$ cat config.mk
export PLATFORM = sky130hd
export DESIGN_NAME = int_sel_seq
export DESIGN_NICKNAME = d
export VERILOG_FILES = /design/src/rtl/int_sel_seq.sv
export SDC_FILE = /design/constraint.sdc
export NUM_CORES = 1
export LEC_CHECK = 0
export CAP_MARGIN = 15
export CORE_UTILIZATION = 56
export DETAILED_ROUTE_END_ITERATION = 10
export GPL_TIMING_DRIVEN = 0
export HOLD_SLACK_MARGIN = 0.03
export MAX_ROUTING_LAYER = met4
export PLACE_DENSITY = 0.8
export SLEW_MARGIN = 40
export SYNTH_ARGS = -nofsm -noshare
export SYNTH_HDL_FRONTEND = slang
export SYNTH_SLANG_ARGS = --single-unit
$ cat constraint.sdc
create_clock -name clk -period 4.08 [get_ports clk]
set_input_delay 1.224 -clock clk [delete_from_list [all_inputs] [get_ports clk]]
set_output_delay 1.224 -clock clk [all_outputs]
set_load 0.05 [all_outputs]
$ cat src/rtl/int_sel_seq.sv
// Exp range reduction: q = floor(x/ln2) by shift-subtract against a constant,
// emitting clamped index k, remainder r and an overflow flag over valid/ready.
module int_sel_seq #(
   parameter int unsigned X_W    = 15,
   parameter int unsigned FRAC_W = 11,
   parameter int unsigned G      = 4,
   parameter int unsigned LN2_C  = 22713,
   parameter int unsigned K_W    = 5,
   parameter int unsigned K_MIN  = 1,
   parameter int unsigned K_MAX  = 20
) (
   input  logic                  clk,
   input  logic                  rst_n,
   input  logic                  clr,
   input  logic                  in_valid,
   output logic                  in_ready,
   input  logic [X_W-1:0]        x,
   output logic                  out_valid,
   input  logic                  out_ready,
   output logic [K_W-1:0]        k,
   output logic [FRAC_W+G-1:0]   r,
   output logic                  ovf
);

   localparam int unsigned RW   = X_W + G;
   localparam int unsigned CW   = RW + K_W;
   localparam int unsigned R_W  = FRAC_W + G;
   localparam int unsigned IT_W = (K_W > 1) ? $clog2(K_W) : 1;

   typedef enum logic [1:0] {
      IDLE,
      DIV,
      DONE
   } state_t;

   state_t            state_q, state_d;
   logic [RW-1:0]     rem_q, rem_d;
   logic [IT_W-1:0]   it_q, it_d;
   logic [K_W-1:0]    q_q, q_d;
   logic              pre_ovf_q, pre_ovf_d;
   logic              fin_q, fin_d;
   logic [K_W-1:0]    k_q, k_d;
   logic [R_W-1:0]    r_q, r_d;
   logic              ovf_q, ovf_d;

   logic [RW-1:0]     xs;
   logic [CW-1:0]     sub;
   logic              ge;
   logic              q_ovf;

   assign xs    = {x, {G{1'b0}}};
   assign sub   = CW'(LN2_C) << it_q;
   assign ge    = CW'(rem_q) >= sub;
   assign q_ovf = pre_ovf_q || (q_q > K_W'(K_MAX));

   always_comb begin
      state_d   = state_q;
      rem_d     = rem_q;
      it_d      = it_q;
      q_d       = q_q;
      pre_ovf_d = pre_ovf_q;
      fin_d     = fin_q;
      k_d       = k_q;
      r_d       = r_q;
      ovf_d     = ovf_q;
      unique case (state_q)
         IDLE: begin
            if (in_valid) begin
               rem_d     = xs;
               it_d      = IT_W'(K_W - 1);
               q_d       = '0;
               fin_d     = 1'b0;
               pre_ovf_d = CW'(xs) >= (CW'(LN2_C) << K_W);
               state_d   = DIV;
            end
         end
         DIV: begin
            if (!fin_q) begin
               if (ge) rem_d = rem_q - sub[RW-1:0];
               q_d[it_q] = ge;
               if (it_q == '0) fin_d = 1'b1;
               else            it_d  = it_q - 1'b1;
            end else begin
               // r is taken from the unclamped quotient's remainder
               ovf_d   = q_ovf;
               k_d     = q_ovf ? '0 :
                         (q_q < K_W'(K_MIN)) ? K_W'(K_MIN) : q_q;
               r_d     = q_ovf ? '0 : rem_q[R_W-1:0];
               state_d = DONE;
            end
         end
         DONE: begin
            if (out_ready) state_d = IDLE;
         end
         default: state_d = IDLE;
      endcase
      if (clr) begin
         state_d = IDLE;
         k_d     = k_q;
         r_d     = r_q;
         ovf_d   = ovf_q;
      end
   end

   always_ff @(posedge clk or negedge rst_n) begin
      if (!rst_n) begin
         state_q   <= IDLE;
         rem_q     <= '0;
         it_q      <= '0;
         q_q       <= '0;
         pre_ovf_q <= 1'b0;
         fin_q     <= 1'b0;
         k_q       <= '0;
         r_q       <= '0;
         ovf_q     <= 1'b0;
      end else begin
         state_q   <= state_d;
         rem_q     <= rem_d;
         it_q      <= it_d;
         q_q       <= q_d;
         pre_ovf_q <= pre_ovf_d;
         fin_q     <= fin_d;
         k_q       <= k_d;
         r_q       <= r_d;
         ovf_q     <= ovf_d;
      end
   end

   assign in_ready  = (state_q == IDLE);
   assign out_valid = (state_q == DONE);
   assign k         = k_q;
   assign r         = r_q;
   assign ovf       = ovf_q;

endmodule
Word level (Yosys, flattened, before mapping)
Index checks and enable logic that the tools add are counted.
Widths: inputs -> output; s select.
{ "word_totals": {"register_bits": 51, "latch_bits": 0, "ram_bits": 0, "rom_bits": 0, "in_bits": 20, "out_inout_bits": 23, "memories": 0} }
{ "classes": {"n_addsub": 2, "multipliers": 0, "n_div": 0, "order_cmp": 5, "eq_ne": 9, "shift": 1, "muxes": 26, "n_bitwise": 1, "reduce_logical": 10} }
{ "op_table": {"columns": ["cell", "n"], "rows": [
  ["$mux 19", 3],
  ["$pmux 19 s2", 1],
  ["$ge 19x24->1", 1],
  ["$shl 15x3->24 const A", 1],
  ["$mux 5", 4],
  ["$sub 19x19->19", 1],
  ["$mux 15", 1],
  ["$pmux 5 s2", 1],
  ["$mux 3", 3],
  ["$reduce_and 3->1", 3],
  ["$mux 2", 4],
  ["$ne 2x2->1 const B", 4],
  ["$reduce_and 4->1", 2],
  ["$ne 3x3->1 const B", 2],
  ["$pmux 2 s3", 1],
  ["$pmux 3 s2", 1],
  ["$bwmux 5", 1],
  ["$gt 5x5->1 const B", 1],
  ["$lt 5x1->1 const B", 1],
  ["$lt 3x4->1 const B", 1],
  ["$mux 1", 4],
  ["$demux 1 s3", 1],
  ["$ge 3x1->1 const B", 1],
  ["$logic_not 3->1", 1],
  ["other kinds (10)", 10]
]} }

Longest topological paths before layout
{ "depth": {"depth_word": 7, "depth_mapped": 16, "depth_no_buf": 12} }

Worst setup path after synthesis
OpenSTA, ideal clock, no wires.
{ "synth_timing": {"path_type": "reg2reg", "startpoint": "register it_q[0]", "endpoint": "register rem_q[7]", "setup_ps": 125, "t_arrival_ps": 3217, "path_slack_ps": 738, "stages_incl_launch_ff": 15, "synth_period_minus_slack_ps": 3342, "path_cell_list": "dfrtp_1 clkbuf_1 inv_1 ha_1 nor2b_1 ha_1 inv_1 fa_1 a21oi_2 o221ai_1 a221o_1 buf_2 o21a_1 buf_6 mux2_4"} }
{ "synth_between": {"elab_chain_cells": 5} }
{ "synth_lines": {"columns": ["element", "line_no", "text"], "rows": [
  ["start, declared", "38", "logic [IT_W-1:0] it_q, it_d;"],
  ["start signal, assigned", "119", "it_q <= it_d;"],
  ["$shl 15x3->24 *", "52", "assign sub = CW'(LN2_C) << it_q;"],
  ["$sub 19x19->19", "79", "if (ge) rem_d = rem_q - sub[RW-1:0];"],
  ["$mux 19", "79", null],
  ["$mux 19", "78", "if (!fin_q) begin"],
  ["$pmux 19 s2", "66", "unique case (state_q)"],
  ["end signal, assigned", "118", "rem_q <= rem_d;"],
  ["end, declared", "37", "logic [RW-1:0] rem_q, rem_d;"]
]} }
Every way passes the cells marked *; elsewhere a longest branch is shown, timed or not. The select of a mux whose other input is x is not followed.
A chain may end at the register's enable or synchronous reset.

Worst setup path in the final report
{ "layout_timing": {"startpoint": "register it_q[1]", "endpoint": "register rem_q[6]"} }
Same word-level chain as after synthesis.

==> results.cfg <==
[synth]
yosys.area.top_type_share_pct = 36.09
syn-num-nets = 446
yosysSeqAreaShare_pct = 36.09
syn-instance-count = 400
synth_top_cell_by_area = dfrtp_1
synth_area_um2 = 3536
ys_async_sr_fraction_pct = 100.0
ys_ff_latch = 51
synth-edff-count = 0
synth.area.top_cells = dfrtp_1 36%, ha_1 8.8%, a22o_1 5.9%, a21oi_1 4.0%, o21ai_0 4.0%
synth_flop_cell = dfrtp_1
syn_avg_cell_area_um2 = 8.840
yosysMostFrequentCell = dfrtp_1
synth_common_cells = 51 x dfrtp_1, 32 x nand2_1, 30 x nor2_1, 28 x a21oi_1, 28 x o21ai_0
synthDistinctLibCells = 60
yosysWarnings = 0

[clock_network]
numClockSinks = 51
path_clk_slew_ps = 100
cts_root_buf = clkbuf_8
cts_htree_levels = 2
worstSkewPairLatency_ps = 310
clk_path_buf_depth = 2
cts_tree = yes
post_cts.repair.setup_buffers = 0
numCtsBuffers = 5

[sta]
post-route-period-util_pct = 93.79
setup_slack_ps = 253.6
clock.fmax_mhz = 261.3
tightest_slew_ps = 789.8
slew_headroom_pct = 47.34
fin_tns_setup_ps = 0
finalSetupViolCount = 0
min_period_ps = 3826
hold_violations = 0
finalClockSkew_ps = 11.88
finalMaxSlewViolations = 0
rsz0062_at_grt = false

[layout]
drive_gt1_share_pct = 7.111
n_antenna_cell = 0
finalNonFillerCells = 525
area_delta_synth_final_pct = 18.68
nets = 496
final_util_pct = 70.05

[flow_run]
maxCapViolCount = 0

[grt]
grt_max_degree = 30
grt_pass1_wl_um = 14930
antenna_found_initial = 0
grt_use_total_pct = 30.96
grt_pass1_vias = 3041
grt_overflow = 0

[drt]
drtIter0Drc = 228
wl_um = 9320
vias = 3280
via_per_inst = 6.248
firstDrtPassIters = 5
drc = 0
avgRoutedWirePerCell_um = 17.75
ant_nets = 0

[worst_setup_path]
timing.setup.critical_path_class = flip-flop to flip-flop
required_ps = 4310
worst_ep_arrival_time_ps = 4060
crit_slowest_cell = dfrtp_1
critical_path.max_stage_delay_ps = 430
r2r_setup_slack_ps = 250
endpoint_kind = flip-flop
cp_common_cell = ha_1
start_kind = flip-flop
critPathMaxFanout = 10
worstPathCellList = clkbuf_1 > inv_2 > ha_1 > nor2b_2 > ha_1 > inv_1 > fa_1 > a21oi_2 > o221ai_1 > a221o_1 > buf_2 > o21ai_4 > buf_4 > nand2_1 > o21ai_0

[floorplan]
rows = 28
die_h_um = 81.46
die_area_um2 = 6636
start_util_pct = 59.02
io_pins = 43
core-area_um2 = 5991
die_w_um = 81.46

[placement]
dp_cells = 518
gp_congestion = 0.9408
port_buffers = 42
hpwl_um = 7014
dpl_worst_slack_ps = 76.26

[min_path]
hold_class = flip-flop to flip-flop

[run_status]
status = finished clean
[final cells by class]
cell class | instances | area [um^2]
fill | 501 | 1794
inverter | 12 | 45.04
tap | 75 | 93.84
multi-input combinational | 312 | 2122
clock inverter | 2 | 37.54
sequential | 51 | 1276
timing repair buffer | 43 | 437.9
clock buffer | 5 | 68.82
buffer | 25 | 115.1
[worst paths after layout]
path / cells after the start / end / start
worst min register to register: 2 / k[3] / k[3]
worst min-delay path: 2 / k[3] / k[3]
worst max register to register: 15 / rem_q[6] / it_q[1]
worst max-delay path: 15 / rem_q[6] / it_q[1]
max in group asynchronous: 2 / q_q[2] / rst_n
min in group asynchronous: 1 / rem_q[8] / rst_n
[routing by layer]
| layer | global-route usage, % | part of all wire [%] |
|---|---|---|
| met5 | - | 0 |
| met2 | 48.67 | 47 |
| met4 | 11.96 | 2.5 |
| met3 | 3.778 | 6.0 |
| met1 | 40.67 | 45 |
[through the flow]
step           area [um^2]  hold slack [ps]
6_report              4197            482.7
4_1_cts               4174            492.5
5_1_grt               4197            505.0
3_5_place_dp          4068            471.7
2_1_floorplan         3536            469.6
3_3_place_gp          4050            463.3
[state kept, by name, indices dropped and copies added, names as in the netlist]
signal and flops:
fin_q 1, it_q 3, k 5, ovf 1
q_q 5, r 15, rem_q 19, state_q 2
[cell families (layout without fill, tap and decap cells)]
family / count (synthesis) / after routing / share of synthesized area (%)
compound gates: 144 / 144 / 28.03
flops: 51 / 51 / 36.09
xor+xnor: 8 / 8 / 1.982
mux: 9 / 9 / 2.725
buf+inv: 37 / 87 / 4.529
fa+ha+maj: 26 / 26 / 9.413
simple gates: 125 / 125 / 17.23
[critical path: cells and delay by family (launching register included)]
kind	cells	cell delay [ps]
fa+ha+maj	3	860
simple gates	2	300
compound gates	5	1220
flops	1	430
buf+inv	5	940
[layout by cell type (no fill, tap or decap), types with 3 or more instances in the layout]
master,count
dfrtp_1,51
clkdlybuf4s50_1,41
nand2_1,32
nor2_1,30
a21oi_1,28
o21ai_0,28
ha_1,25
a22o_1,24
clkbuf_1,19
nand3_1,13
nor3_1,12
inv_1,10
nand2b_1,9
a21o_1,8
mux2i_1,7
a31oi_1,7
xnor2_1,6
o21a_1,6
o221ai_1,5
a211oi_1,5
clkbuf_8,5
nor2b_1,4
or2_2,4
and3_1,4
o31ai_1,4
a21oi_2,3
and2_1,3
a22oi_1,3
o211ai_1,3
[repair_timing]
action / 4_1_cts / 5_1_grt
resized for setup: 0 / 6
endpoints found under the setup margin: 0 / 24
hold buffers: 0 / 0
endpoints found under the hold margin: 0 / 0
Power is not shown: default switching activity piles up to over one toggle a cycle in this logic, so the estimate is an artifact.
